File: config.mk
export PLATFORM = sky130hd
export DESIGN_NAME = mdu_seq
export DESIGN_NICKNAME = d
export VERILOG_FILES = /design/src/rtl/mdu_pkg.sv /design/src/rtl/mdu_div_step.sv /design/src/rtl/mdu_seq.sv
export SDC_FILE = /design/constraint.sdc
export NUM_CORES = 1
export LEC_CHECK = 0
export BUFFER_PORTS_ARGS = -buffer_cell sky130_fd_sc_hd__buf_4
export CORE_AREA = 10 10 167 169
export DETAILED_ROUTE_END_ITERATION = 8
export DIE_AREA = 0 0 177 179
export PLACE_DENSITY = 0.7
export SLEW_MARGIN = 10
export SYNTH_ARGS = -nofsm -noshare
export SYNTH_HDL_FRONTEND = slang
export SYNTH_HIERARCHICAL = 1
export SYNTH_SLANG_ARGS = --single-unit
File: constraint.sdc
create_clock -name clk -period 5.1 [get_ports clk]
set_clock_uncertainty 0.15 [all_clocks]
set_input_delay 0 -clock clk [delete_from_list [all_inputs] [get_ports clk]]
set_output_delay 0 -clock clk [all_outputs]
set_load 0.01 [all_outputs]
File: src/rtl/mdu_pkg.sv
// mdu_pkg -- shared definitions for the sequential multiply/divide unit.
//   OP_*       : operation encodings presented on mdu_seq.op
//   state_t    : sequencer states (IDLE, CALC, FIX)
//   ITER       : radix-2 iterations per operation for the 32-bit MIPS unit
//   DIV0_LO    : LO value produced by a divide by zero
//   op_is_signed(): true for MULT and DIV, which work on magnitudes plus signs
package mdu_pkg;

  localparam logic [1:0] OP_MULT  = 2'b00;
  localparam logic [1:0] OP_MULTU = 2'b01;
  localparam logic [1:0] OP_DIV   = 2'b10;
  localparam logic [1:0] OP_DIVU  = 2'b11;

  typedef enum logic [1:0] {
    IDLE = 2'd0,
    CALC = 2'd1,
    FIX  = 2'd2
  } state_t;

  localparam int ITER = 32;

  localparam logic [31:0] DIV0_LO = 32'hFFFF_FFFF;

  function automatic logic op_is_signed(input logic [1:0] op);
    return (op == OP_MULT) || (op == OP_DIV);
  endfunction

endpackage

File: src/rtl/mdu_div_step.sv
// mdu_div_step -- one combinational restoring-division iteration.
// Ports:
//   rem_i  partial remainder before this step
//   dvd_i  dividend bits still to be consumed (MSB first); quotient bits
//          collect in the LSBs as the register shifts left
//   dsr_i  divisor magnitude
//   rem_o  partial remainder after this step
//   dvd_o  dvd_i shifted left by one with the new quotient bit in bit 0
module mdu_div_step #(
  parameter int WIDTH = 32
) (
  input  logic [WIDTH-1:0] rem_i,
  input  logic [WIDTH-1:0] dvd_i,
  input  logic [WIDTH-1:0] dsr_i,
  output logic [WIDTH-1:0] rem_o,
  output logic [WIDTH-1:0] dvd_o
);

  logic [WIDTH:0] shifted;
  logic [WIDTH:0] diff;
  logic           fits;

  assign shifted = {rem_i, dvd_i[WIDTH-1]};
  assign diff    = shifted - {1'b0, dsr_i};
  // While rem_i < dsr_i the trial difference fits in WIDTH bits exactly when
  // it is non-negative, so bit WIDTH acts as the borrow. With a zero divisor
  // the borrow can be wrong, but then diff == shifted and the remainder path
  // is identical; the quotient is replaced by the divide-by-zero constant.
  assign fits    = ~diff[WIDTH];

  assign rem_o = fits ? diff[WIDTH-1:0] : shifted[WIDTH-1:0];
  assign dvd_o = {dvd_i[WIDTH-2:0], fits};

endmodule

File: src/rtl/mdu_seq.sv
// mdu_seq -- iterative radix-2 multiply/divide unit producing MIPS HI/LO.
// Ports:
//   clk, rst_n        clock, asynchronous active-low reset
//   start, op         launch request (sampled in IDLE) and operation select
//   a, b              rs / rt operands
//   hi_we, lo_we      MTHI / MTLO write enables (IDLE only), data on wdata
//   hi, lo            registered HI / LO
//   busy              operation in progress (CALC or FIX)
//   done              one-cycle pulse in the cycle after HI/LO are written
// Build option: define MDU_DIV_EN to include the divide datapath. Without it,
// DIV/DIVU still run the full 33-cycle sequence but leave HI/LO untouched.
module mdu_seq
  import mdu_pkg::*;
#(
  parameter int WIDTH = 32
) (
  input  logic             clk,
  input  logic             rst_n,
  input  logic             start,
  input  logic [1:0]       op,
  input  logic [WIDTH-1:0] a,
  input  logic [WIDTH-1:0] b,
  input  logic             hi_we,
  input  logic             lo_we,
  input  logic [WIDTH-1:0] wdata,
  output logic [WIDTH-1:0] hi,
  output logic [WIDTH-1:0] lo,
  output logic             busy,
  output logic             done
);

  // One iteration per operand bit; ITER covers the 32-bit MIPS build.
  localparam int N_ITER = (WIDTH == 32) ? ITER : WIDTH;
  localparam int CW     = $clog2(N_ITER);
  localparam logic [CW-1:0] LAST = CW'(N_ITER - 1);

  state_t             state_q, state_d;
  logic [CW-1:0]      count_q, count_d;
  logic               is_div_q, is_div_d;
  logic               sa_q, sa_d;
  logic               sb_q, sb_d;
  logic [WIDTH-1:0]   opnd_q, opnd_d;
  // Shared working register. Multiply: {partial product high, multiplier
  // being shifted out}. Divide: {partial remainder, dividend -> quotient}.
  logic [2*WIDTH-1:0] prod_q, prod_d;
  logic [WIDTH-1:0]   hi_q, hi_d;
  logic [WIDTH-1:0]   lo_q, lo_d;
  logic               done_q, done_d;

  logic               sign_a, sign_b;
  logic [WIDTH-1:0]   abs_a, abs_b;
  logic [WIDTH:0]     mul_sum;
  logic [2*WIDTH-1:0] mul_next;
  logic [2*WIDTH-1:0] prod_neg;

  assign sign_a = op_is_signed(op) & a[WIDTH-1];
  assign sign_b = op_is_signed(op) & b[WIDTH-1];
  assign abs_a  = sign_a ? -a : a;
  assign abs_b  = sign_b ? -b : b;

  // Right-shifting shift-add: add the multiplicand into the top half when
  // the current multiplier LSB is set, keeping the carry in the shifted word.
  assign mul_sum  = {1'b0, prod_q[2*WIDTH-1:WIDTH]}
                  + (prod_q[0] ? {1'b0, opnd_q} : {(WIDTH+1){1'b0}});
  assign mul_next = {mul_sum, prod_q[WIDTH-1:1]};
  assign prod_neg = -prod_q;

`ifdef MDU_DIV_EN
  localparam logic [WIDTH-1:0] DZ_LO = WIDTH'(DIV0_LO);

  logic             dz_q, dz_d;
  logic [WIDTH-1:0] div_rem, div_dvd;
  logic [WIDTH-1:0] rem_fix, quot_fix;

  mdu_div_step #(
    .WIDTH(WIDTH)
  ) u_div_step (
    .rem_i(prod_q[2*WIDTH-1:WIDTH]),
    .dvd_i(prod_q[WIDTH-1:0]),
    .dsr_i(opnd_q),
    .rem_o(div_rem),
    .dvd_o(div_dvd)
  );

  // Remainder follows the dividend sign, quotient truncates toward zero.
  // The -2^31 / -1 case wraps naturally back to 0x80000000.
  assign rem_fix  = sa_q ? -prod_q[2*WIDTH-1:WIDTH] : prod_q[2*WIDTH-1:WIDTH];
  assign quot_fix = (sa_q ^ sb_q) ? -prod_q[WIDTH-1:0] : prod_q[WIDTH-1:0];
`endif

  always_comb begin
    state_d  = state_q;
    count_d  = count_q;
    is_div_d = is_div_q;
    sa_d     = sa_q;
    sb_d     = sb_q;
    opnd_d   = opnd_q;
    prod_d   = prod_q;
    hi_d     = hi_q;
    lo_d     = lo_q;
    done_d   = 1'b0;
`ifdef MDU_DIV_EN
    dz_d     = dz_q;
`endif

    case (state_q)
      IDLE: begin
        if (hi_we) hi_d = wdata;
        if (lo_we) lo_d = wdata;
        if (start) begin
          state_d  = CALC;
          count_d  = '0;
          is_div_d = op[1];
          sa_d     = sign_a;
          sb_d     = sign_b;
          if (op[1]) begin
            prod_d = {{WIDTH{1'b0}}, abs_a};
            opnd_d = abs_b;
          end else begin
            prod_d = {{WIDTH{1'b0}}, abs_b};
            opnd_d = abs_a;
          end
`ifdef MDU_DIV_EN
          dz_d = (b == '0);
`endif
        end
      end

      CALC: begin
        if (!is_div_q) begin
          prod_d = mul_next;
        end
`ifdef MDU_DIV_EN
        else begin
          prod_d = {div_rem, div_dvd};
        end
`endif
        count_d = count_q + CW'(1);
        if (count_q == LAST) state_d = FIX;
      end

      FIX: begin
        state_d = IDLE;
        count_d = '0;
        done_d  = 1'b1;
        if (!is_div_q) begin
          {hi_d, lo_d} = (sa_q ^ sb_q) ? prod_neg : prod_q;
        end
`ifdef MDU_DIV_EN
        else begin
          hi_d = rem_fix;
          lo_d = dz_q ? DZ_LO : quot_fix;
        end
`endif
      end

      default: begin
        state_d = IDLE;
      end
    endcase
  end

  always_ff @(posedge clk or negedge rst_n) begin
    if (!rst_n) begin
      state_q  <= IDLE;
      count_q  <= '0;
      is_div_q <= 1'b0;
      sa_q     <= 1'b0;
      sb_q     <= 1'b0;
      opnd_q   <= '0;
      prod_q   <= '0;
      hi_q     <= '0;
      lo_q     <= '0;
      done_q   <= 1'b0;
`ifdef MDU_DIV_EN
      dz_q     <= 1'b0;
`endif
    end else begin
      state_q  <= state_d;
      count_q  <= count_d;
      is_div_q <= is_div_d;
      sa_q     <= sa_d;
      sb_q     <= sb_d;
      opnd_q   <= opnd_d;
      prod_q   <= prod_d;
      hi_q     <= hi_d;
      lo_q     <= lo_d;
      done_q   <= done_d;
`ifdef MDU_DIV_EN
      dz_q     <= dz_d;
`endif
    end
  end

  assign hi   = hi_q;
  assign lo   = lo_q;
  assign busy = (state_q != IDLE);
  assign done = done_q;

endmodule

==> key figures, run 1 <==
Clocking
  – CTS tree: yes
  – CTS root buffer: clkbuf_16
  – H-Tree Depth: 4
  – Clock transition at path regs: 0.07 ns
  – Clock Tree Buf Depth: 2
  – Post-CTS Resized: 0
  – Clock Latency Late Sink: 0.44 ns
  – Clk sinks: 171
  – TritonCTS buffer count: 17

Worst setup path
  – Critical R2R Launch: prod_q[0]$_DFFE_PN0P_
  – Origin of the worst setup path: b[7]
  – Critical path class: input pin to register
  – Reg2Reg Setup Slack: 1.17 ns
  – CP most frequent cell: dlygate4sd3_1
  – Worst reg2reg path depth: 11
  – WP data required: 5.32 ns
  – R2r endpoint: prod_q[62]$_DFFE_PN0P_
  – Arr. time, crit path: 4.38 ns
  – CP bufs+invs: 5
  – CP Max Fanout: 7
  – Slowest CP cell: dlygate4sd3_1
  – Critical path capture point type: register
  – Delay-heaviest family, CP: buffers and inverters
  – Critical path, cell by cell: dlygate4sd3_1 -> buf_4 -> or3_1 -> nand4b_1 -> nor3_1 -> and2_1 -> a31oi_1 -> nor2b_1 -> dlygate4sd3_1 -> nand2_1 -> dlygate4sd3_1 -> a31oi_1 -> dlygate4sd3_1
  – Critical Path Start Type: input pin
  – Worst path max stage delay: 0.58 ns

STA
  – Fin. max-slew vios: 0
  – Worst-Margin Slew: 1.20 ns
  – Final Cycle Share: 81.5%
  – Max Freq: 0.240 GHz
  – Fin Setup TNS: 0 ns
  – Setup ws final: 0.941 ns
  – Hold_ws: 0.0178 ns
  – Slew HR: 19.8%
  – Setup violators final: 0
  – Min cycle time layout: 4.16 ns
  – RSZ-0062 raised after global routing: false
  – Fin. Hold Viols: 0

Power and ir drop
  – Pwr dens: 551 mW/mm^2
  – Max rail drop VDD: 269 uV
  – Leak: 6.85 nW
  – Power, Total: 8.50 mW

Global route
  – Largest net degree at the start of global routing: 82
  – GRT overflow: 0
  – Vias in the first global route: 11,900
  – Initial antenna violation count: 0
  – First-pass GRT wire length: 65.0 mm
  – Total track usage: 25.7%

Outcome
  – Status: finished clean

Logic synthesis
  – Post-Syn Area per Cell: 8.01 sq um
  – Synth Net Count: 1,659
  – Mapped Area: 0.0122 sq mm
  – Prevailing post-synth register cell: dfrtp_1
  – Mapped Cells: 1,518
  – Library cells used by synthesis: 66
  – Ys async rst share: 100%
  – Warnings from Yosys: 6
  – Flops & latches, synth: 171
  – EDFF count, synth: 0
  – Register area share after synthesis: 35.2%

Final layout
  – Post-layout nets: 1,890
  – Finished Cell Area: 0.0154 sq mm
  – Layout cells sized above 1: 13.6%
  – Fillcell total: 2,199
  – Area growth syn-to-layout: 26.9%
  – Antenna cell count: 0

Drt
  – First drt pass iteration count: 5
  – Vias: 12,000
  – DR vias/cell: 5.72
  – DRC Markers: 0
  – Routed WL: 40.8 mm
  – Detail Route Antenna Nets: 0
  – WL/cell: 19.5 microns
  – Initial DRC count: 1,028

Place
  – Port bufs: 168
  – Placed Area: 0.0136 sq mm
  – Hpwl dp: 31.3 mm
  – Pre-CTS WS: 1.19 ns
  – GP Congestion: 0.938

Floorplanning
  – I/O pin count: 169
  – Die Wd: 177 microns
  – Core Region: 0.0247 sq mm
  – Initial core utilization: 49.1%
  – Area of the die: 0.0317 sq mm
  – Die Y-Extent: 179 microns
  – Number of core rows: 58

Run
  – Max Cap Viol: 0

Min path
  – Min-delay worst type: input pin to async pin
-- metrics by stage --
| step | cells | util, % |
|---|---|---|
| after CTS | 2092 | 62.3 |
| after floorplan | 1518 | - |
| after global placement | 1934 | 55.0 |
| after global routing | 2092 | 62.3 |
| final | 2092 | 62.3 |
| after detailed placement | 1934 | 55.0 |
-- worst max-delay path by stage --
stage                                   endpoint  slack (ns)  depth (start not counted)
after floorplan           prod_q[59]$_DFFE_PN0P_        2.01                         14
after global placement    prod_q[62]$_DFFE_PN0P_        1.27                         11
after detailed placement  prod_q[62]$_DFFE_PN0P_        1.19                         11
after CTS                 opnd_q[31]$_DFFE_PN0P_        1.03                         13
after global routing      opnd_q[31]$_DFFE_PN0P_        0.77                         13
final                     opnd_q[31]$_DFFE_PN0P_        0.94                         13
-- flip-flops by register name, summed over array words and instances, names as in the netlist --
| register | cells |
|---|---|
| hi | 32 |
| prod_q | 64 |
| opnd_q | 32 |
| state_q | 2 |
| lo | 32 |
| count_q | 5 |
| done | 1 |
| sa_q | 1 |
| is_div_q | 1 |
| sb_q | 1 |
-- cell type report --
class                   instances  area (sq um)  share of cell area [%]
repair buffers                308          2630                    17.1
well taps                     330           413                    2.68
clock buffers                  18           439                    2.85
multi-input cells            1221          7430                    48.2
inverters                      30           113                   0.730
flip-flops and latches        171          4280                    27.7
clock inverters                14           123                   0.795
-- synth_stat cells, drive strengths merged, types with 20 or more instances --
master | n | area share (%)
a31oi | 21 | 1.1
nor3 | 32 | 1.4
clkbuf | 82 | 2.5
ha | 37 | 3.8
nand2 | 192 | 5.9
inv | 30 | 0.93
nor2 | 173 | 5.3
and2 | 37 | 1.9
a21oi | 119 | 4.9
xor2 | 68 | 4.9
nand3 | 20 | 0.82
dfrtp | 171 | 35
xnor2 | 79 | 5.7
o21ai | 145 | 6.0
o31ai | 60 | 3.7
-- cell families (layout without fill, tap and decap cells) --
| logic type | after synthesis | after routing | share of synthesized area (%) |
|---|---|---|---|
| fa+ha+maj | 38 | 38 | 3.97 |
| buf+inv | 126 | 370 | 3.91 |
| flops | 171 | 171 | 35.2 |
| compound gates | 452 | 452 | 22.9 |
| xor+xnor | 147 | 147 | 10.6 |
| simple gates | 565 | 565 | 21.8 |
| mux | 19 | 19 | 1.59 |
-- where the power goes --
part           leakage [nW]  total, mW  switching, mW  internal [mW]
combinational          4.46       4.38           2.40           1.98
clock                 0.276       1.27          0.613          0.657
sequential             2.11       2.85          0.851           2.00
total                  6.85       8.50           3.87           4.64
-- per-layer routing --
metal / vias up / GRT usage (%) / share of wire, %
met5: - / 0 / 0
li1: 5836 / - / -
met2: 427 / 42.3 / 46
met3: 52 / 4.21 / 6.7
met1: 5654 / 33.8 / 45
met4: 0 / 8.34 / 2.2
-- what timing repair did --
item,4_1_cts,5_1_grt
setup buffers,0,0
hold buffers,126,0
endpoints found under the hold margin,207,0
-- placed cells by master (no fill, tap or decap), types with 59 or more instances in the layout --
master         instances
nand2_1              191
buf_4                181
nor2_1               172
dfrtp_1              171
o21ai_0              141
dlygate4sd3_1        126
a21oi_1              119
xnor2_1               78
xor2_1                67
o31ai_1               59
-- worst reg2reg max path, stage by stage, from the launching register on --
cell,delay [ns]
dfrtp_1,0.97
nand2_1,0.24
inv_1,0.11
ha_1,0.24
a211oi_1,0.28
o211ai_1,0.17
nand3_1,0.14
a31oi_1,0.14
o21ai_0,0.60
o31ai_1,0.19
and4_1,0.23
or3_1,0.36
No activity file was read; power rests on OpenSTA's default activity.
==> run 2, diff against run 1 <==
- PLACE_DENSITY: 0.7 -> 0.73
- clock period: 5.1 -> 3.58 ns (I/O delays scaled with it)
==> key figures, run 2 (synthesis results as in run 1) <==
Final layout
  – Area of the multi-input gates: 0.00745 sq mm (was 0.00743 sq mm)
  – Most flop-heavy register: prod_q (unchanged)
  – Most frequent cells in the layout: 216 x buf_4, 191 x nand2_1, 172 x nor2_1, 170 x dfrtp_1, 140 x o21ai_0 (was 191 x nand2_1, 181 x buf_4, 172 x nor2_1, 171 x dfrtp_1, 141 x o21ai_0)
  – Fillcell total: 2,121 (was 2,199)
  – Antenna cell count: 0 (unchanged)
  – Layout cells sized above 1: 15.7% (was 13.6%)
  – Area growth syn-to-layout: 29.8% (was 26.9%)
  – Finished Cell Area: 0.0158 sq mm (was 0.0154 sq mm)
  – Post-layout nets: 1,925 (was 1,890)
  – Largest register FFs: 64 (unchanged)
  – Core Util, Final: 63.7% (was 62.3%)
  – Most common cell after layout, fill and taps aside: buf_4 (was nand2_1)
  – FF+latch area: 0.00428 sq mm (about the same)

Clocking
  – Clk sinks: 171 (unchanged)
  – Clock transition at path regs: 0.07 ns (about the same)
  – Clock Tree Buf Depth: 2 (unchanged)
  – CTS root buffer: clkbuf_16 (unchanged)
  – TritonCTS buffer count: 17 (unchanged)
  – Clock Latency Late Sink: 0.44 ns (about the same)
  – CTS tree: yes (unchanged)
  – H-Tree Depth: 4 (unchanged)

Drt
  – Vias: 12,300 (was 12,000)
  – Routed WL: 41.9 mm (was 40.8 mm)
  – DRC Markers: 0 (unchanged)
  – First drt pass iteration count: 6 (was 5)
  – Detail Route Antenna Nets: 0 (unchanged)
  – WL/cell: 19.7 microns (was 19.5 microns)
  – Initial DRC count: 1,135 (was 1,028)
  – DR vias/cell: 5.81 (was 5.72)

Floorplanning
  – Die Y-Extent: 179 microns (unchanged)
  – Area of the die: 0.0317 sq mm (unchanged)
  – Initial core utilization: 49.1% (unchanged)
  – Core Region: 0.0247 sq mm (unchanged)
  – Number of core rows: 58 (unchanged)
  – I/O pin count: 169 (unchanged)
  – Die Wd: 177 microns (unchanged)

Worst setup path
  – CP Max Fanout: 20 (was 7)
  – Critical R2R Launch: prod_q[0]$_DFFE_PN0P_ (unchanged)
  – Origin of the worst setup path: prod_q[0]$_DFFE_PN0P_ (was b[7])
  – Worst path max stage delay: 0.65 ns (was 0.58 ns)
  – Critical path, cell by cell: or4_1 -> nor4_2 -> buf_4 -> nand4_1 -> o41ai_1 -> xnor2_1 -> nor2_1 -> o31ai_1 (was dlygate4sd3_1 -> buf_4 -> or3_1 -> nand4b_1 -> nor3_1 -> and2_1 -> a31oi_1 -> nor2b_1 -> dlygate4sd3_1 -> nand2_1 -> dlygate4sd3_1 -> a31oi_1 -> dlygate4sd3_1)
  – CP bufs+invs: 1 (was 5)
  – Critical path capture point type: register (unchanged)
  – Critical Path Start Type: register (was input pin)
  – Worst reg2reg path depth: 8 (was 11)
  – CP Depth: 8 (was 13)
  – Delay-heaviest family, CP: simple AND/OR/NAND/NOR gates (was buffers and inverters)
  – R2r endpoint: hi[5]$_DFFE_PN0P_ (was prod_q[62]$_DFFE_PN0P_)
  – Reg2Reg Setup Slack: 0.07 ns (was 1.17 ns)
  – Arr. time, crit path: 3.71 ns (was 4.38 ns)
  – Critical path class: register to register (was input pin to register)
  – Slowest CP cell: or4_1 (was dlygate4sd3_1)
  – WP data required: 3.78 ns (was 5.32 ns)
  – Worst setup endpoint: hi[5]$_DFFE_PN0P_ (was opnd_q[31]$_DFFE_PN0P_)

Place
  – Pre-CTS WS: -0.216 ns (was 1.19 ns)
  – Placed Area: 0.0139 sq mm (was 0.0136 sq mm)
  – Hpwl dp: 32.1 mm (was 31.3 mm)
  – GP Congestion: 0.964 (was 0.938)
  – Port bufs: 168 (unchanged)

Power and ir drop
  – Max rail drop VDD: 383 uV (was 269 uV)
  – Pwr dens: 802 mW/mm^2 (was 551 mW/mm^2)
  – Power, Total: 12.6 mW (was 8.50 mW)
  – Leak: 7.04 nW (was 6.85 nW)

STA
  – Slew HR: 21.0% (was 19.8%)
  – Setup violators final: 0 (unchanged)
  – Max Freq: 0.285 GHz
  – Setup ws final: 0.0675 ns (was 0.941 ns)
  – RSZ-0062 raised after global routing: false (unchanged)
  – Fin. max-slew vios: 0 (unchanged)
  – Fin. Hold Viols: 0 (unchanged)
  – Final Cycle Share: 98.1%
  – Min cycle time layout: 3.51 ns
  – Worst-Margin Slew: 1.18 ns (was 1.20 ns)
  – Fin Setup TNS: 0 ns (unchanged)

Min path
  – Hold Path Depth: 4
  – Min-delay worst type: input pin to register (was input pin to async pin)

Global route
  – Vias in the first global route: 12,000 (was 11,900)
  – Total track usage: 26.2% (was 25.7%)
  – GRT overflow: 0 (unchanged)
  – First-pass GRT wire length: 66.4 mm (was 65.0 mm)
  – Initial antenna violation count: 0 (unchanged)
  – Largest net degree at the start of global routing: 84 (was 82)

Run
  – Max Cap Viol: 0 (unchanged)

Outcome
  – Status: finished clean (unchanged)
[run 2: changes by cell type in the layout (fill, tap and decap cells not counted), sizes merged]
cell and delta:
clkbuf +1, clkinv +1, dlygate4sd3 -2, inv -4, bufinv +2, buf +37
[run 2: final cells by class]
| type | instances | share of cell area [%] |
|---|---|---|
| Multi-Input combinational cell | 1221 | 47.2 |
| Inverter | 30 | 0.714 |
| Tap cell | 330 | 2.62 |
| Sequential cell | 171 | 27.2 |
| Clock inverter | 13 | 0.976 |
| Clock buffer | 19 | 2.81 |
| Timing Repair Buffer | 343 | 18.5 |
[run 2: worst reg2reg max path, stage by stage, from the launching register on]
cell     delay (ns)
dfrtp_4        0.58
or4_1          0.65
nor4_2         0.36
buf_4          0.26
nand4_1        0.33
o41ai_1        0.62
xnor2_1        0.20
nor2_1         0.07
o31ai_1        0.20
[run 2: worst min-delay path by stage]
stage / from / endpoint / slack, ns
after floorplan: rst_n / count_q[0]$_DFFE_PN0P_ / -0.45
after global placement: rst_n / hi[7]$_DFFE_PN0P_ / -0.04
after global routing: b[16] / prod_q[16]$_DFFE_PN0P_ / 0.05
final: a[27] / prod_q[27]$_DFFE_PN0P_ / 0.01
after detailed placement: rst_n / hi[8]$_DFFE_PN0P_ / -0.05
after CTS: a[27] / prod_q[27]$_DFFE_PN0P_ / 0.003
[run 2: routing by layer]
metal / vias up / GRT usage, % / routed length [microns]
li1: 5913 / - / -
met1: 5840 / 36.1 / 19100
met2: 536 / 41.2 / 18800
met3: 60 / 4.70 / 3200
met4: 0 / 7.57 / 866
met5: - / 0 / 0
[run 2: through the flow]
stage,instances,hold slack [ns]
finish,2127,0.0145
CTS,2126,0.00261
global placement,1970,-0.0431
global route,2127,0.0490
detailed placement,1970,-0.0481
floorplan,1518,-0.446
[run 2: power by group]
| part | switching [mW] | internal, mW |
|---|---|---|
| clock network | 0.847 | 1.06 |
| logic | 3.78 | 3.03 |
| registers | 1.07 | 2.86 |
| total | 5.70 | 6.95 |
[run 2: repair_timing]
action                                  CTS  global route
endpoints found under the hold margin   211             0
resized for setup                         2             8
hold buffers                            124             0
endpoints found under the setup margin    2             9
pin swaps                                 0             1
buffers inserted                          0             1
==> run 3, diff against run 2 <==
- BUFFER_PORTS_ARGS: -buffer_cell sky130_fd_sc_hd__buf_4 -> default
- CORE_AREA: 10 10 167 169 -> 2 2 121 212
- DIE_AREA: 0 0 177 179 -> 0 0 123 214
- DONT_BUFFER_PORTS: default -> 1
- PLACE_DENSITY: 0.73 -> 0.67
==> key figures, run 3 (synthesis results as in run 1) <==
Worst setup path
  – Worst path max stage delay: 0.61 ns (was 0.65 ns)
  – CP Max Fanout: 6 (was 20)
  – Critical path capture point type: register (unchanged)
  – Delay-heaviest family, CP: buffers and inverters (was simple AND/OR/NAND/NOR gates)
  – CP bufs+invs: 3 (was 1)
  – CP most frequent cell: dlygate4sd3_1
  – WP data required: 3.77 ns (was 3.78 ns)
  – Slowest CP cell: dlygate4sd3_1 (was or4_1)
  – Critical Path Start Type: input pin (was register)
  – Critical path, cell by cell: dlygate4sd3_1 -> or4_4 -> or4_4 -> nor3_1 -> a21oi_1 -> xnor2_1 -> nand2_1 -> o21ai_0 -> dlygate4sd3_1 -> a21oi_1 -> dlygate4sd3_1 (was or4_1 -> nor4_2 -> buf_4 -> nand4_1 -> o41ai_1 -> xnor2_1 -> nor2_1 -> o31ai_1)
  – Arr. time, crit path: 3.67 ns (was 3.71 ns)
  – Critical path class: input pin to register (was register to register)

Place
  – Hpwl dp: 27.6 mm (was 32.1 mm)
  – Placed insts: 1,769 (was 1,970)
  – Port bufs: 0 (was 168)
  – GP Congestion: 0.959 (was 0.964)
  – Placed Area: 0.0125 sq mm (was 0.0139 sq mm)

Power and ir drop
  – Max rail drop VDD: 422 uV (was 383 uV)
  – Leak: 6.31 nW (was 7.04 nW)
  – Switching part of the total: 45.2% (was 45.1%)
  – Psw: 5.29 mW (was 5.70 mW)
  – Power, Total: 11.7 mW (was 12.6 mW)
  – Pwr dens: 794 mW/mm^2 (was 802 mW/mm^2)
  – Int Pwr: 6.43 mW (was 6.95 mW)
  – Reg power frac: 35.2% (was 31.1%)
  – Gate power share: 49.4% (was 53.8%)
  – Clock power frac: 15.4% (was 15.1%)

Drt
  – Detail Route Antenna Nets: 0 (unchanged)
  – DR vias/cell: 5.99 (was 5.81)
  – First drt pass iteration count: 5 (was 6)
  – Vias: 11,800 (was 12,300)
  – WL/cell: 19.2 microns (was 19.7 microns)
  – Routed WL: 37.7 mm (was 41.9 mm)
  – Initial DRC count: 698 (was 1,135)
  – DRC Markers: 0 (unchanged)

STA
  – Final Cycle Share: 97.3% (was 98.1%)
  – Fin Setup TNS: 0 ns (unchanged)
  – RSZ-0062 raised after global routing: false (unchanged)
  – Setup violators final: 0 (unchanged)
  – Slew HR: 31.0% (was 21.0%)
  – Fin. max-slew vios: 0 (unchanged)
  – Fin. Hold Viols: 171 (was 0)
  – Hold_ws: -0.899 ns (was 0.0145 ns)
  – Max Freq: 0.287 GHz (was 0.285 GHz)
  – Worst-Margin Slew: 1.04 ns (was 1.18 ns)
  – Min cycle time layout: 3.48 ns (was 3.51 ns)

Outcome
  – Status: finished with violations (was finished clean)
  – Failing checks: hold timing

Clocking
  – Clock transition at path regs: 0.07 ns (about the same)
  – H-Tree Depth: 4 (unchanged)
  – CTS root buffer: clkbuf_16 (unchanged)
  – Clock Tree Buf Depth: 2 (unchanged)
  – CTS tree: yes (unchanged)
  – TritonCTS buffer count: 17 (unchanged)
  – Clock Latency Late Sink: 0.45 ns (was 0.44 ns)
  – CTS Hold Bufs: 163 (was 124)
  – Clk sinks: 171 (unchanged)

Floorplanning
  – Die Wd: 123 microns (was 177 microns)
  – Initial core utilization: 49.5% (was 49.1%)
  – Area of the die: 0.0263 sq mm (was 0.0317 sq mm)
  – Number of core rows: 76 (was 58)
  – Core Region: 0.0245 sq mm (was 0.0247 sq mm)
  – Die Y-Extent: 214 microns (was 179 microns)
  – I/O pin count: 169 (unchanged)

Final layout
  – Area of the multi-input gates: 0.00749 sq mm (was 0.00745 sq mm)
  – Antenna cell count: 0 (unchanged)
  – FF+latch area: 0.00428 sq mm (about the same)
  – Largest register FFs: 64 (unchanged)
  – Most common cell after layout, fill and taps aside: nand2_1 (was buf_4)
  – Area growth syn-to-layout: 21.5% (was 29.8%)
  – Layout cells sized above 1: 6.17% (was 15.7%)
  – Post-layout nets: 1,781 (was 1,925)
  – Most flop-heavy register: prod_q (unchanged)
  – Finished Cell Area: 0.0148 sq mm (was 0.0158 sq mm)
  – Most frequent cells in the layout: 191 x nand2_1, 172 x nor2_1, 171 x dfrtp_1, 161 x dlygate4sd3_1, 141 x o21ai_0 (was 216 x buf_4, 191 x nand2_1, 172 x nor2_1, 170 x dfrtp_1, 140 x o21ai_0)
  – Fin cells: 1,965 (was 2,127)
  – Fillcell total: 2,127 (was 2,121)

Global route
  – First-pass GRT wire length: 59.8 mm (was 66.4 mm)
  – Initial antenna violation count: 0 (unchanged)
  – GRT overflow: 0 (unchanged)
  – Largest net degree at the start of global routing: 172 (was 84)
  – Total track usage: 28.8% (was 26.2%)
  – Vias in the first global route: 11,700 (was 12,000)

Run
  – Max Cap Viol: 0 (unchanged)

Min path
  – Min-delay worst type: input pin to async pin (was input pin to register)
## run 3: worst reg2reg max path, delay by kind of cell, from the launching register on
family                     cells  cell delay [ns]
AOI/OAI and AO/OA              6             1.47
DFF                            1             0.52
buffers and inverters          1             0.07
and+or+nand+nor                2             0.33
adders and majority gates      2             0.59
xor gates and xnor gates       1             0.16
## run 3: through the flow
stage,setup slack [ns],util (%)
after floorplan,0.488,-
after global placement,0.383,50.9
after detailed placement,0.248,50.9
after CTS,0.0297,59.9
after global routing,0.00714,60.2
final,0.0957,60.2
## run 3: metal layers
layer  GRT usage, %  part of all wire [%]  up-vias
li1               -                     -     5627
met1           34.8                    40     5582
met2           49.9                    51      461
met3           3.86                   5.3       92
met4           12.8                   3.8        0
met5              0                     0        -
## run 3: area by class of cell
class | count | area share (%)
clock buffer | 19 | 2.93
clock inverter | 13 | 0.915
inverter | 30 | 0.763
multi-input combinational | 1221 | 50.7
sequential | 171 | 29.0
tap | 312 | 2.64
timing repair buffer | 199 | 13.1
## run 3: worst paths after layout
check                                      start                endpoint  slack, ns  cells after the start
max in group asynchronous                  rst_n  prod_q[44]$_DFFE_PN0P_       3.92                      0
setup / recovery                           a[17]  prod_q[30]$_DFFE_PN0P_        0.1                     11
hold reg to reg            opnd_q[5]$_DFFE_PN0P_   opnd_q[5]$_DFFE_PN0P_       0.34                      2
hold / removal                             rst_n   opnd_q[7]$_DFFE_PN0P_      -0.90                      0
setup reg to reg           prod_q[0]$_DFFE_PN0P_  prod_q[61]$_DFFE_PN0P_       0.22                     12
min in group clk                            a[6]   opnd_q[7]$_DFFE_PN0P_       0.02                      5
## run 3: power by group through the flow
stage	clock network [mW]	logic, mW	registers [mW]
2_1_floorplan	0	4.14	3.67
3_3_place_gp	0	5.29	4.10
3_5_place_dp	0	5.37	4.14
4_1_cts	1.83	5.73	4.10
5_1_grt	1.92	6.41	4.25
6_report	1.81	5.78	4.13
## run 3: what timing repair did
item / CTS / global route
hold endpoints to repair: 307 / 171
gates resized for setup: 0 / 13
buffers inserted: 0 / 2
endpoints found under the setup margin: 0 / 7
